==> config.mk <==
export PLATFORM = sky130hd
export DESIGN_NAME = uart_rx
export DESIGN_NICKNAME = d
export VERILOG_FILES = /design/src/rtl/uart_pkg.sv /design/src/rtl/uart_sync2.sv /design/src/rtl/uart_rx.sv
export SDC_FILE = /design/constraint.sdc
export NUM_CORES = 1
export LEC_CHECK = 0
export ABC_AREA = 1
export CAP_MARGIN = 40
export CORE_UTILIZATION = 57
export CTS_CLUSTER_SIZE = 10
export DETAILED_ROUTE_END_ITERATION = 10
export PLACE_DENSITY = 0.78
export SLEW_MARGIN = 20
export SYNTH_ARGS = -nofsm -noshare
export SYNTH_HDL_FRONTEND = slang
export SYNTH_SLANG_ARGS = --single-unit
==> constraint.sdc <==
create_clock -name clk -period 4 [get_ports clk]
set_input_delay 0.6 -clock clk [delete_from_list [all_inputs] [get_ports clk]]
set_output_delay 0.6 -clock clk [all_outputs]
set_load 0.01 [all_outputs]
==> src/rtl/uart_pkg.sv <==
// Shared UART definitions: receiver state encoding and baud-timing helpers
// also used by uart_tx.
package uart_pkg;

    typedef enum logic [2:0] {
        IDLE    = 3'd0,
        START   = 3'd1,
        DATA    = 3'd2,
        PARITY  = 3'd3,
        STOP    = 3'd4,
        RECOVER = 3'd5
    } uart_rx_state;

    function automatic int pulse_width(input int clk_freq, input int baud_rate);
        return clk_freq / baud_rate;
    endfunction

    function automatic int cnt_width(input int pulse);
        return $clog2(pulse) + 1;
    endfunction

endpackage

==> src/rtl/uart_sync2.sv <==
// Generic two-flop synchroniser with configurable reset value; both flops
// hold while ena is low.
module uart_sync2 #(
    parameter logic RESET_VAL = 1'b1
) (
    input  logic clk,
    input  logic reset,
    input  logic ena,
    input  logic d_i,
    output logic q_o
);

    logic meta_q;
    logic sync_q;

    // metastability chain
    always_ff @(posedge clk) begin
        if (reset) begin
            meta_q <= RESET_VAL;
            sync_q <= RESET_VAL;
        end else if (ena) begin
            meta_q <= d_i;
            sync_q <= meta_q;
        end
    end

    assign q_o = sync_q;

endmodule

==> src/rtl/uart_rx.sv <==
// 8N1 UART receiver with valid/ready output, framing and overrun pulses.
// Optional even parity when UART_RX_PARITY_EN is defined.
module uart_rx
    import uart_pkg::*;
#(
    parameter int DATA_WIDTH = 8,
    parameter int BAUD_RATE  = 115_200,
    parameter int CLK_FREQ   = 50_000_000
) (
    input  logic                  clk,
    input  logic                  reset,
    input  logic                  ena,
    input  logic                  rx_signal,
    output logic [DATA_WIDTH-1:0] rx_data,
    output logic                  rx_valid,
    input  logic                  rx_ready,
    output logic                  rx_frame_err,
    output logic                  rx_overrun
`ifdef UART_RX_PARITY_EN
    ,
    output logic                  rx_parity_err
`endif
);

    localparam int PULSE_WIDTH      = pulse_width(CLK_FREQ, BAUD_RATE);
    localparam int HALF_PULSE_WIDTH = PULSE_WIDTH / 2;
    localparam int CNT_W            = cnt_width(PULSE_WIDTH);
    localparam int BIT_W            = $clog2(DATA_WIDTH);

    localparam logic [CNT_W-1:0] FULL_LOAD = CNT_W'(PULSE_WIDTH - 1);
    localparam logic [CNT_W-1:0] HALF_LOAD = CNT_W'(HALF_PULSE_WIDTH - 1);
    localparam logic [CNT_W-1:0] CNT_ONE   = CNT_W'(1);
    localparam logic [BIT_W-1:0] LAST_BIT  = BIT_W'(DATA_WIDTH - 1);
    localparam logic [BIT_W-1:0] BIT_ONE   = BIT_W'(1);

    logic                  rx_s;
    uart_rx_state          state_q, state_d;
    logic [CNT_W-1:0]      clk_cnt_q, clk_cnt_d;
    logic [BIT_W-1:0]      bit_cnt_q, bit_cnt_d;
    logic [DATA_WIDTH-1:0] shift_q, shift_d;
    logic [DATA_WIDTH-1:0] data_q, data_d;
    logic                  valid_q, valid_d;
    logic                  ferr_q, ferr_d;
    logic                  ovr_q, ovr_d;
    logic                  accept_s;
    logic                  deliver_s;
`ifdef UART_RX_PARITY_EN
    logic                  par_q, par_d;
    logic                  perr_q, perr_d;
`endif

    uart_sync2 #(.RESET_VAL(1'b1)) u_sync (
        .clk   (clk),
        .reset (reset),
        .ena   (ena),
        .d_i   (rx_signal),
        .q_o   (rx_s)
    );

    // frame sequencing and output handshake next-state
    always_comb begin
        state_d   = state_q;
        clk_cnt_d = clk_cnt_q;
        bit_cnt_d = bit_cnt_q;
        shift_d   = shift_q;
        data_d    = data_q;
        valid_d   = valid_q;
        ferr_d    = 1'b0;
        ovr_d     = 1'b0;
        deliver_s = 1'b0;
`ifdef UART_RX_PARITY_EN
        par_d     = par_q;
        perr_d    = 1'b0;
`endif
        accept_s = valid_q && rx_ready;
        if (accept_s) begin
            valid_d = 1'b0;
        end else begin
            valid_d = valid_q;
        end

        case (state_q)
            IDLE: begin
                if (!rx_s) begin
                    state_d   = START;
                    clk_cnt_d = HALF_LOAD;
                end else begin
                    state_d   = IDLE;
                end
            end
            START: begin
                if (clk_cnt_q == '0) begin
                    if (!rx_s) begin
                        state_d   = DATA;
                        clk_cnt_d = FULL_LOAD;
                        bit_cnt_d = '0;
                    end else begin
                        state_d   = IDLE;
                    end
                end else begin
                    clk_cnt_d = clk_cnt_q - CNT_ONE;
                end
            end
            DATA: begin
                if (clk_cnt_q == '0) begin
                    shift_d[bit_cnt_q] = rx_s;
                    clk_cnt_d          = FULL_LOAD;
                    if (bit_cnt_q == LAST_BIT) begin
`ifdef UART_RX_PARITY_EN
                        state_d = PARITY;
`else
                        state_d = STOP;
`endif
                    end else begin
                        bit_cnt_d = bit_cnt_q + BIT_ONE;
                    end
                end else begin
                    clk_cnt_d = clk_cnt_q - CNT_ONE;
                end
            end
`ifdef UART_RX_PARITY_EN
            PARITY: begin
                if (clk_cnt_q == '0) begin
                    par_d     = rx_s;
                    clk_cnt_d = FULL_LOAD;
                    state_d   = STOP;
                end else begin
                    clk_cnt_d = clk_cnt_q - CNT_ONE;
                end
            end
`endif
            STOP: begin
                if (clk_cnt_q == '0) begin
`ifdef UART_RX_PARITY_EN
                    perr_d = ^{shift_q, par_q};
`endif
                    if (rx_s) begin
                        state_d = IDLE;
`ifdef UART_RX_PARITY_EN
                        deliver_s = ~perr_d;
`else
                        deliver_s = 1'b1;
`endif
                    end else begin
                        ferr_d  = 1'b1;
                        state_d = RECOVER;
                    end
                end else begin
                    clk_cnt_d = clk_cnt_q - CNT_ONE;
                end
            end
            RECOVER: begin
                if (rx_s) begin
                    state_d = IDLE;
                end else begin
                    state_d = RECOVER;
                end
            end
            default: begin
                state_d = IDLE;
            end
        endcase

        // a word arriving while the previous one is still unclaimed is dropped
        if (deliver_s) begin
            if (!valid_q || accept_s) begin
                data_d  = shift_q;
                valid_d = 1'b1;
            end else begin
                ovr_d   = 1'b1;
            end
        end else begin
            data_d = data_q;
        end
    end

    // state and output registers, frozen while ena is low
    always_ff @(posedge clk) begin
        if (reset) begin
            state_q   <= IDLE;
            clk_cnt_q <= '0;
            bit_cnt_q <= '0;
            shift_q   <= '0;
            data_q    <= '0;
            valid_q   <= 1'b0;
            ferr_q    <= 1'b0;
            ovr_q     <= 1'b0;
`ifdef UART_RX_PARITY_EN
            par_q     <= 1'b0;
            perr_q    <= 1'b0;
`endif
        end else if (ena) begin
            state_q   <= state_d;
            clk_cnt_q <= clk_cnt_d;
            bit_cnt_q <= bit_cnt_d;
            shift_q   <= shift_d;
            data_q    <= data_d;
            valid_q   <= valid_d;
            ferr_q    <= ferr_d;
            ovr_q     <= ovr_d;
`ifdef UART_RX_PARITY_EN
            par_q     <= par_d;
            perr_q    <= perr_d;
`endif
        end
    end

    assign rx_data      = data_q;
    assign rx_valid     = valid_q;
    assign rx_frame_err = ferr_q;
    assign rx_overrun   = ovr_q;
`ifdef UART_RX_PARITY_EN
    assign rx_parity_err = perr_q;
`endif

endmodule

==> flow_summary.html, run 1 <==
<table>
<tr><th>Metric</th><th>Value</th></tr>
<tr><th colspan="2">STA</th></tr>
<tr><td>Max Transition Viols Final</td><td>0</td></tr>
<tr><td>Actual slew at the worst max-slew pin</td><td>about 460 ps</td></tr>
<tr><td>Relative slew slack</td><td>69.6%</td></tr>
<tr><td>Hold Vio Cnt, Final</td><td>0</td></tr>
<tr><td>Setup repair after global routing missed its margin</td><td>no</td></tr>
<tr><td>Final sum of negative setup slack</td><td>0 ps</td></tr>
<tr><td>Setup-failing EPs final</td><td>0</td></tr>
<tr><td>Final critical delay including setup and external delays</td><td>1810 ps</td></tr>
<tr><td>Layout Skew</td><td>approximately 7.7 ps</td></tr>
<tr><td>Period utilization</td><td>45.2%</td></tr>
<tr><td>Maximum achievable frequency</td><td>approximately 550 MHz</td></tr>
<tr><th colspan="2">Synthesis</th></tr>
<tr><td>Compound-Gate Fraction of Synth Area</td><td>6.22%</td></tr>
<tr><td>Count of warnings emitted by yosys</td><td>0</td></tr>
<tr><td>Mean instance size in the synthesized netlist</td><td>roughly 6.3 um^2</td></tr>
<tr><td>Combined area of all synthesized cells</td><td>2190 um^2</td></tr>
<tr><td>Adder-cell share of the synthesized area</td><td>roughly 2.3%</td></tr>
<tr><td>Post-synthesis share of cell area spent on and, or, nand and nor gates</td><td>between 40% and 50%</td></tr>
<tr><td>Total of flip-flops plus latches after synthesis</td><td>37</td></tr>
<tr><td>Sequential share of the synthesized area</td><td>approximately 34%</td></tr>
<tr><td>Number of flops mapped to enable cells by yosys</td><td>0</td></tr>
<tr><td>Most used flip-flop cell after synthesis</td><td>dfxtp_1</td></tr>
<tr><td>Mux share of post-synthesis cell area</td><td>0%</td></tr>
<tr><td>Cells after synthesis</td><td>~350</td></tr>
<tr><td>Dominant combinational cell family by area after synthesis</td><td>simple AND/OR/NAND/NOR gates</td></tr>
<tr><td>Fraction of registers with async set/reset</td><td>0%</td></tr>
<tr><td>Count of distinct cell types in the synthesized netlist</td><td>29</td></tr>
<tr><td>Xor and xnor fraction of the mapped netlist area</td><td>1.20%</td></tr>
<tr><td>Mapped Nets</td><td>about 360</td></tr>
<tr><th colspan="2">Power and ir drop</th></tr>
<tr><td>Peak supply drop</td><td>0.000369 V</td></tr>
<tr><td>Proportion of power drawn by combinational gates</td><td>46.0%</td></tr>
<tr><td>Switch share</td><td>between 40% and 50%</td></tr>
<tr><td>Power per unit of standard cell area</td><td>between 600 and 700 nW/um^2</td></tr>
<tr><td>Internal Pwr Total</td><td>0.846 mW</td></tr>
<tr><td>Leak</td><td>around 1.2 nW</td></tr>
<tr><td>Part of the power in registers</td><td>a little under a third</td></tr>
<tr><td>Clock network fraction of total power</td><td>about 22%</td></tr>
<tr><td>Switching pwr</td><td>approximately 0.67 mW</td></tr>
<tr><th colspan="2">Clock network</th></tr>
<tr><td>Clock latency of the later-clocked register in the worst-skew pair</td><td>about 300 ps</td></tr>
<tr><td>Clock sink count</td><td>37</td></tr>
<tr><td>Total of hold buffers inserted after clock tree synthesis</td><td>0</td></tr>
<tr><td>Clock root cell</td><td>clkbuf_8</td></tr>
<tr><td>TritonCTS clock tree</td><td>yes</td></tr>
<tr><td>H-tree depth</td><td>2</td></tr>
<tr><td>Num CTS Buffers</td><td>5</td></tr>
<tr><td>Number of setup buffers added after CTS</td><td>0</td></tr>
<tr><td>Clock Tree Buf Depth</td><td>2</td></tr>
<tr><td>Post-cts repair resize count</td><td>0</td></tr>
<tr><td>Clock slew seen by the registers of the worst setup and hold paths</td><td>~80 ps</td></tr>
<tr><th colspan="2">Detailed routing</th></tr>
<tr><td>First-pass detailed-route iteration total</td><td>4</td></tr>
<tr><td>WL met2</td><td>roughly 2 mm</td></tr>
<tr><td>Residual DRC</td><td>0</td></tr>
<tr><td>Number of DRC markers in iteration 0</td><td>between 100 and 150</td></tr>
<tr><td>Total routed wirelength</td><td>between 4 and 5 mm</td></tr>
<tr><td>Ratio of routed vias to standard cells</td><td>around 5</td></tr>
<tr><td>Vias after detailed routing</td><td>approximately 2100</td></tr>
<tr><td>Routed length on met1</td><td>~2.2 mm</td></tr>
<tr><td>Top routing layer in use</td><td>met4</td></tr>
<tr><td>Metal3 WL</td><td>just under 200 um</td></tr>
<tr><td>Antenna viol nets, final</td><td>0</td></tr>
<tr><td>Average wire length per cell after detail routing</td><td>10.7 um</td></tr>
<tr><th colspan="2">Place</th></tr>
<tr><td>Global placer's final weighted congestion</td><td>0.841</td></tr>
<tr><td>Placed wire-length estimate after detailed placement</td><td>about 3.2 mm</td></tr>
<tr><td>Count of buffers inserted at the top-level ports</td><td>15</td></tr>
<tr><th colspan="2">Cells and area</th></tr>
<tr><td>Share of the core filled with cells in the final layout</td><td>just under 70%</td></tr>
<tr><td>Net count, final</td><td>roughly 370</td></tr>
<tr><td>Area growth, synth to finish</td><td>14.1%</td></tr>
<tr><td>Total inserted antenna cells</td><td>0</td></tr>
<tr><td>Share of layout cells above drive strength 1</td><td>under 10%</td></tr>
<tr><th colspan="2">Worst setup path</th></tr>
<tr><td>Arrival time worst endpoint</td><td>between 2000 and 2500 ps</td></tr>
<tr><td>Critical Path Source Type</td><td>primary input</td></tr>
<tr><td>Critical path fanouts, max</td><td>16</td></tr>
<tr><td>Setup Crit Path Kind</td><td>in2reg</td></tr>
<tr><td>Flop-to-flop setup slack</td><td>~2400 ps</td></tr>
<tr><td>Critical Path RT</td><td>approximately 4200 ps</td></tr>
<tr><td>Critical Path End Type</td><td>flop</td></tr>
<tr><th colspan="2">Floorplanning</th></tr>
<tr><td>Std-Cell Core Area</td><td>between 3000 and 4000 um^2</td></tr>
<tr><td>Total I/O pin count</td><td>16</td></tr>
<tr><td>Horizontal extent of the die</td><td>64.0 um</td></tr>
<tr><td>Die area</td><td>slightly above 4000 um^2</td></tr>
<tr><td>Placement row count</td><td>22</td></tr>
<tr><td>Initial Utilization</td><td>between 50 and 60%</td></tr>
<tr><td>Overall die height</td><td>between 60 and 70 um</td></tr>
<tr><th colspan="2">Global route</th></tr>
<tr><td>First-pass GRT wire length</td><td>7.73 mm</td></tr>
<tr><td>Maximum number of pins on one net before global-route repair</td><td>24</td></tr>
<tr><td>Grt total ovfl</td><td>0</td></tr>
<tr><td>Via count of the first global-routing pass</td><td>around 1700</td></tr>
<tr><td>All-layer global routing usage</td><td>about a quarter</td></tr>
<tr><td>Initial antenna violation count</td><td>0</td></tr>
<tr><th colspan="2">Flow run</th></tr>
<tr><td>Max cap viols</td><td>0</td></tr>
<tr><th colspan="2">Hold path</th></tr>
<tr><td>Min-delay worst type</td><td>reg2reg</td></tr>
<tr><th colspan="2">Run status</th></tr>
<tr><td>Result of the run</td><td>complete, no violations</td></tr>
</table>
-- final timing paths --
| path | startpoint | to | depth (start not counted) |
|---|---|---|---|
| setup / recovery | ena | clk_cnt_q[7] | 9 |
| hold / removal | u_sync.meta_q | u_sync.meta_q | 2 |
| setup reg to reg | bit_cnt_q[1] | bit_cnt_q[0] | 7 |
| hold reg to reg | u_sync.meta_q | u_sync.meta_q | 2 |
-- layout make-up --
class	instances	area, um^2
clock buffer	5	68.8
fill	346	1180
timing repair buffer	16	178
clock inverter	3	46.3
multi-input combinational	258	1230
tap	48	60.1
inverter	47	180
sequential	37	741
-- kinds of logic (layout without fill, tap and decap cells) --
logic type,count (synthesis),count (layout)
buffers and inverters,53,71
xor gates and xnor gates,3,3
adders and majority gates,4,4
AOI/OAI and AO/OA,25,25
DFF,37,37
and+or+nand+nor,226,226
-- layer usage --
metal	GRT usage [%]	up-vias
met5	0	-
met4	9.38	0
met3	6.43	6
met2	39.2	43
met1	32.3	903
li1	-	1108
-- worst max-delay path: stages --
cell             delay [ps]
clkdlybuf4s50_1         690
inv_4                   110
a21oi_2                 110
nand2_1                  90
inv_2                    80
nand2_4                 120
nand2_2                  80
nand2_1                  40
nor2_1                  110
-- state kept, by name (all words and copies together) (netlist names) --
| signal | cells |
|---|---|
| clk_cnt_q | 10 |
| state_q | 3 |
| rx_data | 8 |
| rx_valid | 1 |
| shift_q | 8 |
| u_sync.q_o | 1 |
| u_sync.meta_q | 1 |
| rx_overrun | 1 |
| bit_cnt_q | 3 |
| rx_frame_err | 1 |
-- cells in the mapped netlist (4+ instances only) --
cell type,instances,area share [%]
o21ai_0,8,1.8
nand2_1,101,17
nor2_2,4,1.1
dfxtp_1,37,34
nand4_1,4,1.1
nand2_4,4,2.1
nand3_1,23,5.2
inv_1,43,7.4
nand3_2,4,1.8
ha_1,4,2.3
nor2_1,74,13
a21oi_1,14,3.2
-- metrics by stage --
step	instance area [um^2]	std cells	setup WS [ps]	total power, mW	hold slack [ps]
after floorplan	2190	348	2580	1.05	429
after global placement	2360	405	1760	1.16	451
after detailed placement	2390	406	1880	1.18	456
after CTS	2500	414	2200	1.52	477
after global routing	2500	414	2070	1.64	504
final	2500	414	2190	1.51	468
-- power groups by stage --
stage / Sequential [mW] / Combinational, mW / Clock (mW)
2_1_floorplan: 0.478 / 0.569 / 0
3_3_place_gp: 0.488 / 0.672 / 0
3_5_place_dp: 0.490 / 0.688 / 0
4_1_cts: 0.481 / 0.691 / 0.343
5_1_grt: 0.490 / 0.799 / 0.356
6_report: 0.482 / 0.696 / 0.334
-- cell usage in the layout, fill, tap and decap left out, types with 2 or more instances in the layout --
cell,Yosys,routed
a21oi_2,2,2
nand3_1,23,23
nor2_2,4,4
xor2_1,3,3
a21oi_1,14,14
nor2_1,74,74
nand2_4,4,4
nand2_2,3,3
clkdlybuf4s50_1,0,15
clkbuf_8,0,5
nor3_1,3,3
inv_1,43,43
nand3_2,4,4
ha_1,4,4
o21ai_0,8,8
nand2_1,101,101
inv_2,2,2
dfxtp_1,37,37
nand3b_1,2,2
nand4_1,4,4
Power figures use the tool's default switching activity.
==> run 2: changes to the inputs <==
Settings changed: CORE_UTILIZATION 57 to 53, PLACE_DENSITY 0.78 to 0.76.
Clock period 4 ns to 1.5 ns, I/O delays scaled along.
==> run 2 against run 1 <==
  * Register-to-register slack got worse by 2300 ps
  * Power increased to 3.1 times the previous value
  * Cell count increased by 6.8%
  * Via count increased by 9.1%
  * Count of clock-buffer cells in the layout increased by 1
  * Sequential power increased to 2.7 times the previous value
  * Worst setup slack got worse by 2200 ps
  * Critical path type is now reg2reg
  * Largest cell class unchanged
==> flow_summary.html, run 2 (synthesis gave the netlist of run 1 again) <==
<table>
<tr><th>Metric</th><th>Value</th></tr>
<tr><th colspan="2">Power and ir drop</th></tr>
<tr><td>Switching pwr</td><td>2.07 mW (was 0.666 mW)</td></tr>
<tr><td>Switch share</td><td>43.4% (was 44.0%)</td></tr>
<tr><td>Part of the power in registers</td><td>27.3% (was 31.9%)</td></tr>
<tr><td>Leak</td><td>1.37 nW (was 1.23 nW)</td></tr>
<tr><td>Proportion of power drawn by combinational gates</td><td>52.8% (was 46.0%)</td></tr>
<tr><td>Peak supply drop</td><td>0.00124 V (was 0.000369 V)</td></tr>
<tr><td>Power per unit of standard cell area</td><td>1660 nW/um^2 (was 604 nW/um^2)</td></tr>
<tr><td>Clock network fraction of total power</td><td>19.9% (was 22.1%)</td></tr>
<tr><td>Internal Pwr Total</td><td>2.69 mW (was 0.846 mW)</td></tr>
<tr><th colspan="2">Place</th></tr>
<tr><td>Place WS</td><td>-56.8 ps (was 1880 ps)</td></tr>
<tr><td>Placed cell count</td><td>430 (was 406)</td></tr>
<tr><td>Count of buffers inserted at the top-level ports</td><td>15 (unchanged)</td></tr>
<tr><td>Area post-placement</td><td>2560 um^2 (was 2390 um^2)</td></tr>
<tr><td>Global placer's final weighted congestion</td><td>0.853 (was 0.841)</td></tr>
<tr><td>Placed wire-length estimate after detailed placement</td><td>3.53 mm (was 3.22 mm)</td></tr>
<tr><th colspan="2">Cells and area</th></tr>
<tr><td>Area growth, synth to finish</td><td>30.8% (was 14.1%)</td></tr>
<tr><td>Largest register by flop count</td><td>clk_cnt_q (unchanged)</td></tr>
<tr><td>Total inserted antenna cells</td><td>0 (unchanged)</td></tr>
<tr><td>Net count, final</td><td>400 (was 374)</td></tr>
<tr><td>Final Instance Area</td><td>2870 um^2 (was 2500 um^2)</td></tr>
<tr><td>Commonest non-fill, non-tap cell in the layout</td><td>nand2_1 (unchanged)</td></tr>
<tr><td>Share of layout cells above drive strength 1</td><td>24.2% (was 9.56%)</td></tr>
<tr><td>Commonest non-fill, non-tap cells in the layout</td><td>nand2_1 (98), nor2_1 (61), inv_1 (39) (was nand2_1 (101), nor2_1 (74), inv_1 (43))</td></tr>
<tr><td>Share of the core filled with cells in the final layout</td><td>71.7% (was 67.9%)</td></tr>
<tr><td>Filler-free cell count of the finished design</td><td>442 (was 414)</td></tr>
<tr><td>Filler Cell Count</td><td>325 (was 346)</td></tr>
<tr><td>Largest register FFs</td><td>10 (unchanged)</td></tr>
<tr><th colspan="2">Hold path</th></tr>
<tr><td>Min-delay worst type</td><td>reg2reg (unchanged)</td></tr>
<tr><th colspan="2">Floorplanning</th></tr>
<tr><td>Placement row count</td><td>23 (was 22)</td></tr>
<tr><td>Initial Utilization</td><td>54.8% (was 59.5%)</td></tr>
<tr><td>Die area</td><td>4400 um^2 (was 4100 um^2)</td></tr>
<tr><td>Horizontal extent of the die</td><td>66.3 um (was 64.0 um)</td></tr>
<tr><td>Total I/O pin count</td><td>16 (unchanged)</td></tr>
<tr><td>Overall die height</td><td>66.3 um (was 64.0 um)</td></tr>
<tr><td>Std-Cell Core Area</td><td>4000 um^2 (was 3690 um^2)</td></tr>
<tr><th colspan="2">Detailed routing</th></tr>
<tr><td>Residual DRC</td><td>0 (unchanged)</td></tr>
<tr><td>Ratio of routed vias to standard cells</td><td>5.09 (was 4.98)</td></tr>
<tr><td>Antenna viol nets, final</td><td>0 (unchanged)</td></tr>
<tr><td>Number of DRC markers in iteration 0</td><td>114 (was 137)</td></tr>
<tr><td>Vias after detailed routing</td><td>2248 (was 2060)</td></tr>
<tr><td>First-pass detailed-route iteration total</td><td>4 (unchanged)</td></tr>
<tr><td>Total routed wirelength</td><td>5.38 mm (was 4.43 mm)</td></tr>
<tr><td>Average wire length per cell after detail routing</td><td>12.2 um (was 10.7 um)</td></tr>
<tr><th colspan="2">Global route</th></tr>
<tr><td>All-layer global routing usage</td><td>25.3% (was 24.9%)</td></tr>
<tr><td>First-pass GRT wire length</td><td>8.47 mm (was 7.73 mm)</td></tr>
<tr><td>Initial antenna violation count</td><td>0 (unchanged)</td></tr>
<tr><td>Maximum number of pins on one net before global-route repair</td><td>34 (was 24)</td></tr>
<tr><td>Via count of the first global-routing pass</td><td>1984 (was 1744)</td></tr>
<tr><td>Grt total ovfl</td><td>0 (unchanged)</td></tr>
<tr><th colspan="2">Clock network</th></tr>
<tr><td>Clock Tree Buf Depth</td><td>2 (unchanged)</td></tr>
<tr><td>Clock sink count</td><td>37 (unchanged)</td></tr>
<tr><td>H-tree depth</td><td>2 (unchanged)</td></tr>
<tr><td>TritonCTS clock tree</td><td>yes (unchanged)</td></tr>
<tr><td>Clock slew seen by the registers of the worst setup and hold paths</td><td>80 ps (about the same)</td></tr>
<tr><td>Clock latency of the later-clocked register in the worst-skew pair</td><td>300 ps (about the same)</td></tr>
<tr><td>Total of hold buffers inserted after clock tree synthesis</td><td>0 (unchanged)</td></tr>
<tr><td>Clock root cell</td><td>clkbuf_8 (unchanged)</td></tr>
<tr><td>Num CTS Buffers</td><td>5 (unchanged)</td></tr>
<tr><th colspan="2">Worst setup path</th></tr>
<tr><td>Setup Crit Path Kind</td><td>reg2reg (was in2reg)</td></tr>
<tr><td>Critical Path RT</td><td>1700 ps (was 4240 ps)</td></tr>
<tr><td>Critical path cell sequence</td><td>inv_2, ha_4, nand3_4, buf_4, o21ai_2, nand2_1, a21oi_1, nor2_1 (was clkdlybuf4s50_1, inv_4, a21oi_2, nand2_1, inv_2, nand2_4, nand2_2, nand2_1, nor2_1)</td></tr>
<tr><td>Critical path fanouts, max</td><td>5 (was 16)</td></tr>
<tr><td>Critical Path Source Type</td><td>flop (was primary input)</td></tr>
<tr><td>Delay-heaviest family, CP</td><td>compound AO/OA/AOI/OAI gates (was buffers and inverters)</td></tr>
<tr><td>Endpoint of the worst-slack reg-to-reg timing path</td><td>bit_cnt_q[0] (unchanged)</td></tr>
<tr><td>Origin of the critical flop-to-flop path</td><td>clk_cnt_q[0] (was bit_cnt_q[1])</td></tr>
<tr><td>Number of stages on the worst setup path</td><td>8 (was 9)</td></tr>
<tr><td>Worst Reg2Reg Path Length in Cells</td><td>8 (was 7)</td></tr>
<tr><td>Slowest library cell on the worst path</td><td>dfxtp_2 (was clkdlybuf4s50_1)</td></tr>
<tr><td>Endpoint of the worst setup timing path</td><td>bit_cnt_q[0] (was clk_cnt_q[7])</td></tr>
<tr><td>Flop-to-flop setup slack</td><td>30 ps (was 2350 ps)</td></tr>
<tr><td>Launching element of the worst setup path</td><td>clk_cnt_q[0] (was ena)</td></tr>
<tr><td>Largest stage delay on the critical path</td><td>340 ps (was 690 ps)</td></tr>
<tr><td>Critical Path End Type</td><td>flop (unchanged)</td></tr>
<tr><td>Arrival time worst endpoint</td><td>1670 ps (was 2050 ps)</td></tr>
<tr><td>CP bufs+invs</td><td>2 (was 3)</td></tr>
<tr><th colspan="2">STA</th></tr>
<tr><td>Relative slew slack</td><td>81.5% (was 69.6%)</td></tr>
<tr><td>Layout Skew</td><td>4.21 ps (was 7.67 ps)</td></tr>
<tr><td>Maximum achievable frequency</td><td>681 MHz</td></tr>
<tr><td>Setup-failing EPs final</td><td>0 (unchanged)</td></tr>
<tr><td>Hold Vio Cnt, Final</td><td>0 (unchanged)</td></tr>
<tr><td>Final sum of negative setup slack</td><td>0 ps (unchanged)</td></tr>
<tr><td>Period utilization</td><td>a little over nine tenths</td></tr>
<tr><td>Final Worst Setup Slack</td><td>32.4 ps (was 2190 ps)</td></tr>
<tr><td>Final critical delay including setup and external delays</td><td>1470 ps</td></tr>
<tr><td>Setup repair after global routing missed its margin</td><td>yes (was no)</td></tr>
<tr><td>Max Transition Viols Final</td><td>0 (unchanged)</td></tr>
<tr><td>Actual slew at the worst max-slew pin</td><td>278 ps (was 455 ps)</td></tr>
<tr><th colspan="2">Run status</th></tr>
<tr><td>Result of the run</td><td>complete, no violations (unchanged)</td></tr>
<tr><th colspan="2">Flow run</th></tr>
<tr><td>Max cap viols</td><td>0 (unchanged)</td></tr>
</table>
==> run 2: cell count changes in the layout (fill, tap and decap cells not counted), moves of 5 or more <==
cell,before,now
nor2_4,1,6
dfxtp_2,0,8
dfxtp_1,37,29
nor2_1,74,61
buf_4,0,25
nor2_2,4,12
==> run 2: layout make-up <==
| cell class | instances | area, um^2 | share of cell area (%) |
|---|---|---|---|
| Clock inverter | 2 | 37.5 | 1.31 |
| Timing Repair Buffer | 42 | 378 | 13.2 |
| Tap cell | 50 | 62.6 | 2.18 |
| Multi-Input combinational cell | 258 | 1370 | 47.9 |
| Sequential cell | 37 | 751 | 26.2 |
| Inverter | 47 | 184 | 6.41 |
| Clock buffer | 6 | 82.6 | 2.88 |
==> run 2: metal layers <==
metal / up-vias / global-route usage (%) / wire length, um
li1: 1157 / - / -
met1: 1033 / 31.1 / 2420
met2: 52 / 42.9 / 2670
met3: 6 / 5.86 / 220
met4: 0 / 8.78 / 74
met5: - / 0 / 0
==> run 2: how the worst min path moves through the flow <==
stage | startpoint | endpoint | slack [ps] | cells past startpoint
after floorplan | reset | rx_frame_err | 290 | 1
after global placement | u_sync.meta_q | u_sync.meta_q | 450 | 2
after detailed placement | rx_overrun | rx_overrun | 450 | 2
after CTS | rx_overrun | rx_overrun | 470 | 2
after global routing | rx_overrun | rx_overrun | 490 | 2
final | rx_overrun | rx_overrun | 470 | 2
==> run 2: per-stage QoR <==
step	total power, mW	hold slack, ps
6_report	4.76	465
3_3_place_gp	3.35	448
4_1_cts	4.34	469
2_1_floorplan	2.79	294
3_5_place_dp	3.40	455
5_1_grt	5.09	492
==> run 2: power by group through the flow <==
stage	Combinational, mW	Clock (mW)	Sequential, mW
after floorplan	1.52	0	1.27
after global placement	2.08	0	1.26
after detailed placement	2.13	0	1.27
after CTS	2.15	0.940	1.25
after global routing	2.79	0.969	1.32
final	2.51	0.945	1.30
==> run 2: worst min-delay path: stages, from the launching register on <==
cell and delay [ps]:
dfxtp_1 320, nand2_1 60, a21oi_1 50
==> run 2: what timing repair did <==
item,CTS,global route
endpoints found under the hold margin,0,0
buffers inserted,0,4
pin swaps,0,10
gates resized for setup,0,48
setup endpoints to repair,10,35
==> run 3: changes to the inputs <==
Settings changed: ABC_AREA 1 to unset, CORE_UTILIZATION 53 to 51, PLACE_DENSITY 0.76 to 0.74.
==> run 3 against run 2 <==
  * The run now ends with negative setup slack left
  * Via count fell by 12%
  * Wire length up 9.1%
  * Global-route usage is 2.3 points higher
  * First-iteration DRC count is 32% higher
  * Cell count fell by 26%
  * Combinational power fell by 89%
  * Register-to-register slack lost 470 ps
  * Die area down 10%
  * Clock skew rose by 1.9 ps
  * Flip-flop and latch count is the same
  * Critical endpoint unchanged
==> flow_summary.html, run 3 <==
<table>
<tr><th>Metric</th><th>Value</th></tr>
<tr><th colspan="2">Run status</th></tr>
<tr><td>Result of the run</td><td>finished with violations (was complete, no violations)</td></tr>
<tr><td>Violated checks</td><td>negative setup slack</td></tr>
<tr><th colspan="2">Worst setup path</th></tr>
<tr><td>Critical Path RT</td><td>1690 ps (was 1700 ps)</td></tr>
<tr><td>Critical Path End Type</td><td>flop (unchanged)</td></tr>
<tr><td>Critical path cell sequence</td><td>ha_1, ha_1, nor2_1, a21oi_1, a2111oi_4, buf_4, mux2i_1, nor2_1 (was inv_2, ha_4, nand3_4, buf_4, o21ai_2, nand2_1, a21oi_1, nor2_1)</td></tr>
<tr><td>Setup Crit Path Kind</td><td>reg2reg (unchanged)</td></tr>
<tr><td>Delay-heaviest family, CP</td><td>compound AO/OA/AOI/OAI gates (unchanged)</td></tr>
<tr><td>Endpoint of the worst-slack reg-to-reg timing path</td><td>bit_cnt_q[0] (unchanged)</td></tr>
<tr><td>CP bufs+invs</td><td>1 (was 2)</td></tr>
<tr><td>Critical path fanouts, max</td><td>3 (was 5)</td></tr>
<tr><td>Origin of the critical flop-to-flop path</td><td>bit_cnt_q[0] (was clk_cnt_q[0])</td></tr>
<tr><td>Slowest library cell on the worst path</td><td>dfxtp_1 (was dfxtp_2)</td></tr>
<tr><td>Arrival time worst endpoint</td><td>2130 ps (was 1670 ps)</td></tr>
<tr><td>Critical Path Source Type</td><td>flop (unchanged)</td></tr>
<tr><td>Largest stage delay on the critical path</td><td>340 ps (about the same)</td></tr>
<tr><td>Worst Reg2Reg Path Length in Cells</td><td>8 (unchanged)</td></tr>
<tr><td>Flop-to-flop setup slack</td><td>-430 ps (was 30 ps)</td></tr>
<tr><th colspan="2">Synthesis</th></tr>
<tr><td>Most common cell in the synthesized netlist</td><td>dfxtp_1 (was nand2_1)</td></tr>
<tr><td>Mean instance size in the synthesized netlist</td><td>8.81 um^2 (was 6.30 um^2)</td></tr>
<tr><td>Yosys top cell by area</td><td>dfxtp_1 (unchanged)</td></tr>
<tr><td>Number of flops mapped to enable cells by yosys</td><td>0 (unchanged)</td></tr>
<tr><td>Count of distinct cell types in the synthesized netlist</td><td>42 (was 29)</td></tr>
<tr><td>Combined area of all synthesized cells</td><td>1890 um^2 (was 2190 um^2)</td></tr>
<tr><td>Most used flip-flop cell after synthesis</td><td>dfxtp_1 (unchanged)</td></tr>
<tr><td>Commonest cells in the netlist</td><td>dfxtp_1 (37), nor2_1 (24), nand2_1 (21) (was nand2_1 (101), nor2_1 (74), inv_1 (43))</td></tr>
<tr><td>Synth top area share</td><td>39.3% (was 33.8%)</td></tr>
<tr><td>Sequential share of the synthesized area</td><td>39.3% (was 33.8%)</td></tr>
<tr><td>Total of flip-flops plus latches after synthesis</td><td>37 (unchanged)</td></tr>
<tr><td>Mapped Nets</td><td>223 (was 357)</td></tr>
<tr><td>Fraction of registers with async set/reset</td><td>0% (unchanged)</td></tr>
<tr><td>Cells after synthesis</td><td>214 (was 348)</td></tr>
<tr><td>Dominant cells by area after synthesis</td><td>dfxtp_1 (39%), mux2i_1 (11%), nor2_1 (4.8%), a21oi_1 (4.5%), nand2_1 (4.2%) (was dfxtp_1 (34%), nand2_1 (17%), nor2_1 (13%), inv_1 (7.4%), nand3_1 (5.2%))</td></tr>
<tr><td>Count of warnings emitted by yosys</td><td>0 (unchanged)</td></tr>
<tr><th colspan="2">STA</th></tr>
<tr><td>Relative slew slack</td><td>56.9% (was 81.5%)</td></tr>
<tr><td>Period utilization</td><td>129% (was 97.8%)</td></tr>
<tr><td>Setup-failing EPs final</td><td>35 (was 0)</td></tr>
<tr><td>Layout Skew</td><td>6.11 ps (was 4.21 ps)</td></tr>
<tr><td>Max Transition Viols Final</td><td>0 (unchanged)</td></tr>
<tr><td>Setup repair after global routing missed its margin</td><td>yes (unchanged)</td></tr>
<tr><td>Maximum achievable frequency</td><td>517 MHz (was 681 MHz)</td></tr>
<tr><td>Actual slew at the worst max-slew pin</td><td>640 ps (was 278 ps)</td></tr>
<tr><td>Hold Vio Cnt, Final</td><td>0 (unchanged)</td></tr>
<tr><td>Final critical delay including setup and external delays</td><td>1930 ps (was 1470 ps)</td></tr>
<tr><td>Final Worst Setup Slack</td><td>-434 ps (was 32.4 ps)</td></tr>
<tr><th colspan="2">Place</th></tr>
<tr><td>Count of buffers inserted at the top-level ports</td><td>15 (unchanged)</td></tr>
<tr><td>Global placer's final weighted congestion</td><td>0.905 (was 0.853)</td></tr>
<tr><td>Placed wire-length estimate after detailed placement</td><td>3.50 mm (was 3.53 mm)</td></tr>
<tr><th colspan="2">Global route</th></tr>
<tr><td>Maximum number of pins on one net before global-route repair</td><td>16 (was 34)</td></tr>
<tr><td>First-pass GRT wire length</td><td>8.53 mm (was 8.47 mm)</td></tr>
<tr><td>Grt total ovfl</td><td>0 (unchanged)</td></tr>
<tr><td>Via count of the first global-routing pass</td><td>1873 (was 1984)</td></tr>
<tr><td>All-layer global routing usage</td><td>27.6% (was 25.3%)</td></tr>
<tr><td>Initial antenna violation count</td><td>0 (unchanged)</td></tr>
<tr><th colspan="2">Hold path</th></tr>
<tr><td>Number of cells on the worst hold path</td><td>2 (unchanged)</td></tr>
<tr><td>Endpoint with the worst hold slack</td><td>shift_q[1] (was rx_overrun)</td></tr>
<tr><td>Worst hold start</td><td>shift_q[1] (was rx_overrun)</td></tr>
<tr><td>Min-delay worst type</td><td>reg2reg (unchanged)</td></tr>
<tr><th colspan="2">Cells and area</th></tr>
<tr><td>Net count, final</td><td>290 (was 400)</td></tr>
<tr><td>Commonest non-fill, non-tap cells in the layout</td><td>buf_4 (48), dfxtp_1 (30), nor2_1 (23) (was nand2_1 (98), nor2_1 (61), inv_1 (39))</td></tr>
<tr><td>Largest register FFs</td><td>10 (unchanged)</td></tr>
<tr><td>Commonest non-fill, non-tap cell in the layout</td><td>buf_4 (was nand2_1)</td></tr>
<tr><td>Share of the core filled with cells in the final layout</td><td>84.2% (was 71.7%)</td></tr>
<tr><td>Largest register by flop count</td><td>clk_cnt_q (unchanged)</td></tr>
<tr><td>Area growth, synth to finish</td><td>53.7% (was 30.8%)</td></tr>
<tr><td>Total inserted antenna cells</td><td>0 (unchanged)</td></tr>
<tr><td>Share of layout cells above drive strength 1</td><td>40.1% (was 24.2%)</td></tr>
<tr><th colspan="2">Detailed routing</th></tr>
<tr><td>Residual DRC</td><td>0 (unchanged)</td></tr>
<tr><td>Average wire length per cell after detail routing</td><td>17.9 um (was 12.2 um)</td></tr>
<tr><td>Antenna viol nets, final</td><td>0 (unchanged)</td></tr>
<tr><td>Ratio of routed vias to standard cells</td><td>6.00 (was 5.09)</td></tr>
<tr><td>First-pass detailed-route iteration total</td><td>4 (unchanged)</td></tr>
<tr><td>Total routed wirelength</td><td>5.87 mm (was 5.38 mm)</td></tr>
<tr><td>Vias after detailed routing</td><td>1968 (was 2248)</td></tr>
<tr><td>Number of DRC markers in iteration 0</td><td>150 (was 114)</td></tr>
<tr><th colspan="2">Floorplanning</th></tr>
<tr><td>Placement row count</td><td>21 (was 23)</td></tr>
<tr><td>Die area</td><td>3940 um^2 (was 4400 um^2)</td></tr>
<tr><td>Total I/O pin count</td><td>16 (unchanged)</td></tr>
<tr><td>Overall die height</td><td>62.8 um (was 66.3 um)</td></tr>
<tr><td>Std-Cell Core Area</td><td>3440 um^2 (was 4000 um^2)</td></tr>
<tr><td>Initial Utilization</td><td>54.8% (about the same)</td></tr>
<tr><td>Horizontal extent of the die</td><td>62.8 um (was 66.3 um)</td></tr>
<tr><th colspan="2">Clock network</th></tr>
<tr><td>Clock Tree Buf Depth</td><td>2 (unchanged)</td></tr>
<tr><td>Num CTS Buffers</td><td>5 (unchanged)</td></tr>
<tr><td>Clock root cell</td><td>clkbuf_8 (unchanged)</td></tr>
<tr><td>Total of hold buffers inserted after clock tree synthesis</td><td>0 (unchanged)</td></tr>
<tr><td>TritonCTS clock tree</td><td>yes (unchanged)</td></tr>
<tr><td>Clock sink count</td><td>37 (unchanged)</td></tr>
<tr><td>H-tree depth</td><td>2 (unchanged)</td></tr>
<tr><td>Clock slew seen by the registers of the worst setup and hold paths</td><td>80 ps (about the same)</td></tr>
<tr><td>Clock latency of the later-clocked register in the worst-skew pair</td><td>300 ps (about the same)</td></tr>
<tr><th colspan="2">Power and ir drop</th></tr>
<tr><td>Power per unit of standard cell area</td><td>678 nW/um^2 (was 1660 nW/um^2)</td></tr>
<tr><td>Leak</td><td>1.07 nW (was 1.37 nW)</td></tr>
<tr><td>Total design power</td><td>1.97 mW (was 4.76 mW)</td></tr>
<tr><td>Peak supply drop</td><td>0.000512 V (was 0.00124 V)</td></tr>
<tr><th colspan="2">Flow run</th></tr>
<tr><td>Max cap viols</td><td>0 (unchanged)</td></tr>
</table>
run 3: changes by cell type after synthesis, moves of 5 or more:
cell / before / now
clkbuf_1: 2 / 10
inv_1: 43 / 6
mux2i_1: 0 / 20
nand2_1: 101 / 21
nand3_1: 23 / 3
nor2_1: 74 / 24
nor2b_1: 0 / 5
nor3b_1: 0 / 7
run 3: area by class of cell:
| class | count | area [um^2] |
|---|---|---|
| multi-input combinational | 159 | 1360 |
| timing repair buffer | 72 | 629 |
| clock inverter | 2 | 10.0 |
| tap | 46 | 57.6 |
| fill | 180 | 544 |
| clock buffer | 6 | 72.6 |
| sequential | 37 | 749 |
| inverter | 6 | 22.5 |
run 3: cell families after synthesis:
logic type / share of synthesized area (%)
simple gates: 24.8
compound gates: 18.1
flops: 39.3
mux: 10.6
buf+inv: 3.58
fa+ha+maj: 2.65
xor+xnor: 0.929
run 3: stage by stage:
stage	hold WS (ps)	setup WS, ps	setup TNS, ps	instance area (um^2)	std cells
2_1_floorplan	353	-426	-8780	1920	214
3_3_place_gp	449	-331	-8520	2480	314
3_5_place_dp	455	-359	-9280	2480	314
4_1_cts	465	-328	-8570	2700	326
5_1_grt	496	-543	-13760	2900	328
6_report	465	-434	-9910	2900	328
run 3: worst register-to-register path, cell delays in order, from the launching register on:
cell and delay, ps:
dfxtp_1 340, ha_1 220, ha_1 200, nor2_1 150, a21oi_1 150, a2111oi_4 280, buf_4 180, mux2i_1 250
nor2_1 70
run 3: what timing repair did:
item / CTS / global route
gates resized for setup: 23 / 39
setup endpoints to repair: 34 / 36
endpoints found under the hold margin: 0 / 0
pin swaps: 6 / 15
setup buffers: 4 / 2
run 3: worst max-delay path by stage:
stage / startpoint / endpoint / slack, ps / cells past startpoint
4_1_cts: clk_cnt_q[7] / rx_overrun / -330 / 6
2_1_floorplan: clk_cnt_q[7] / rx_data[0] / -430 / 5
3_3_place_gp: ena / rx_overrun / -330 / 6
5_1_grt: bit_cnt_q[0] / bit_cnt_q[0] / -540 / 8
3_5_place_dp: ena / rx_overrun / -360 / 6
6_report: bit_cnt_q[0] / bit_cnt_q[0] / -430 / 8
run 3: report_power, final:
group,leakage (nW),switching (mW),internal [mW]
Clock,0.0450,0.366,0.322
Sequential,0.302,0.00722,0.989
Combinational,0.725,0.146,0.135
run 3: per-layer routing:
metal	GRT usage, %	share of wire (%)	vias up
met5	0	0	-
met4	13.1	3.1	0
met3	6.57	4.3	24
met2	48.8	52	67
met1	31.0	40	969
li1	-	-	908
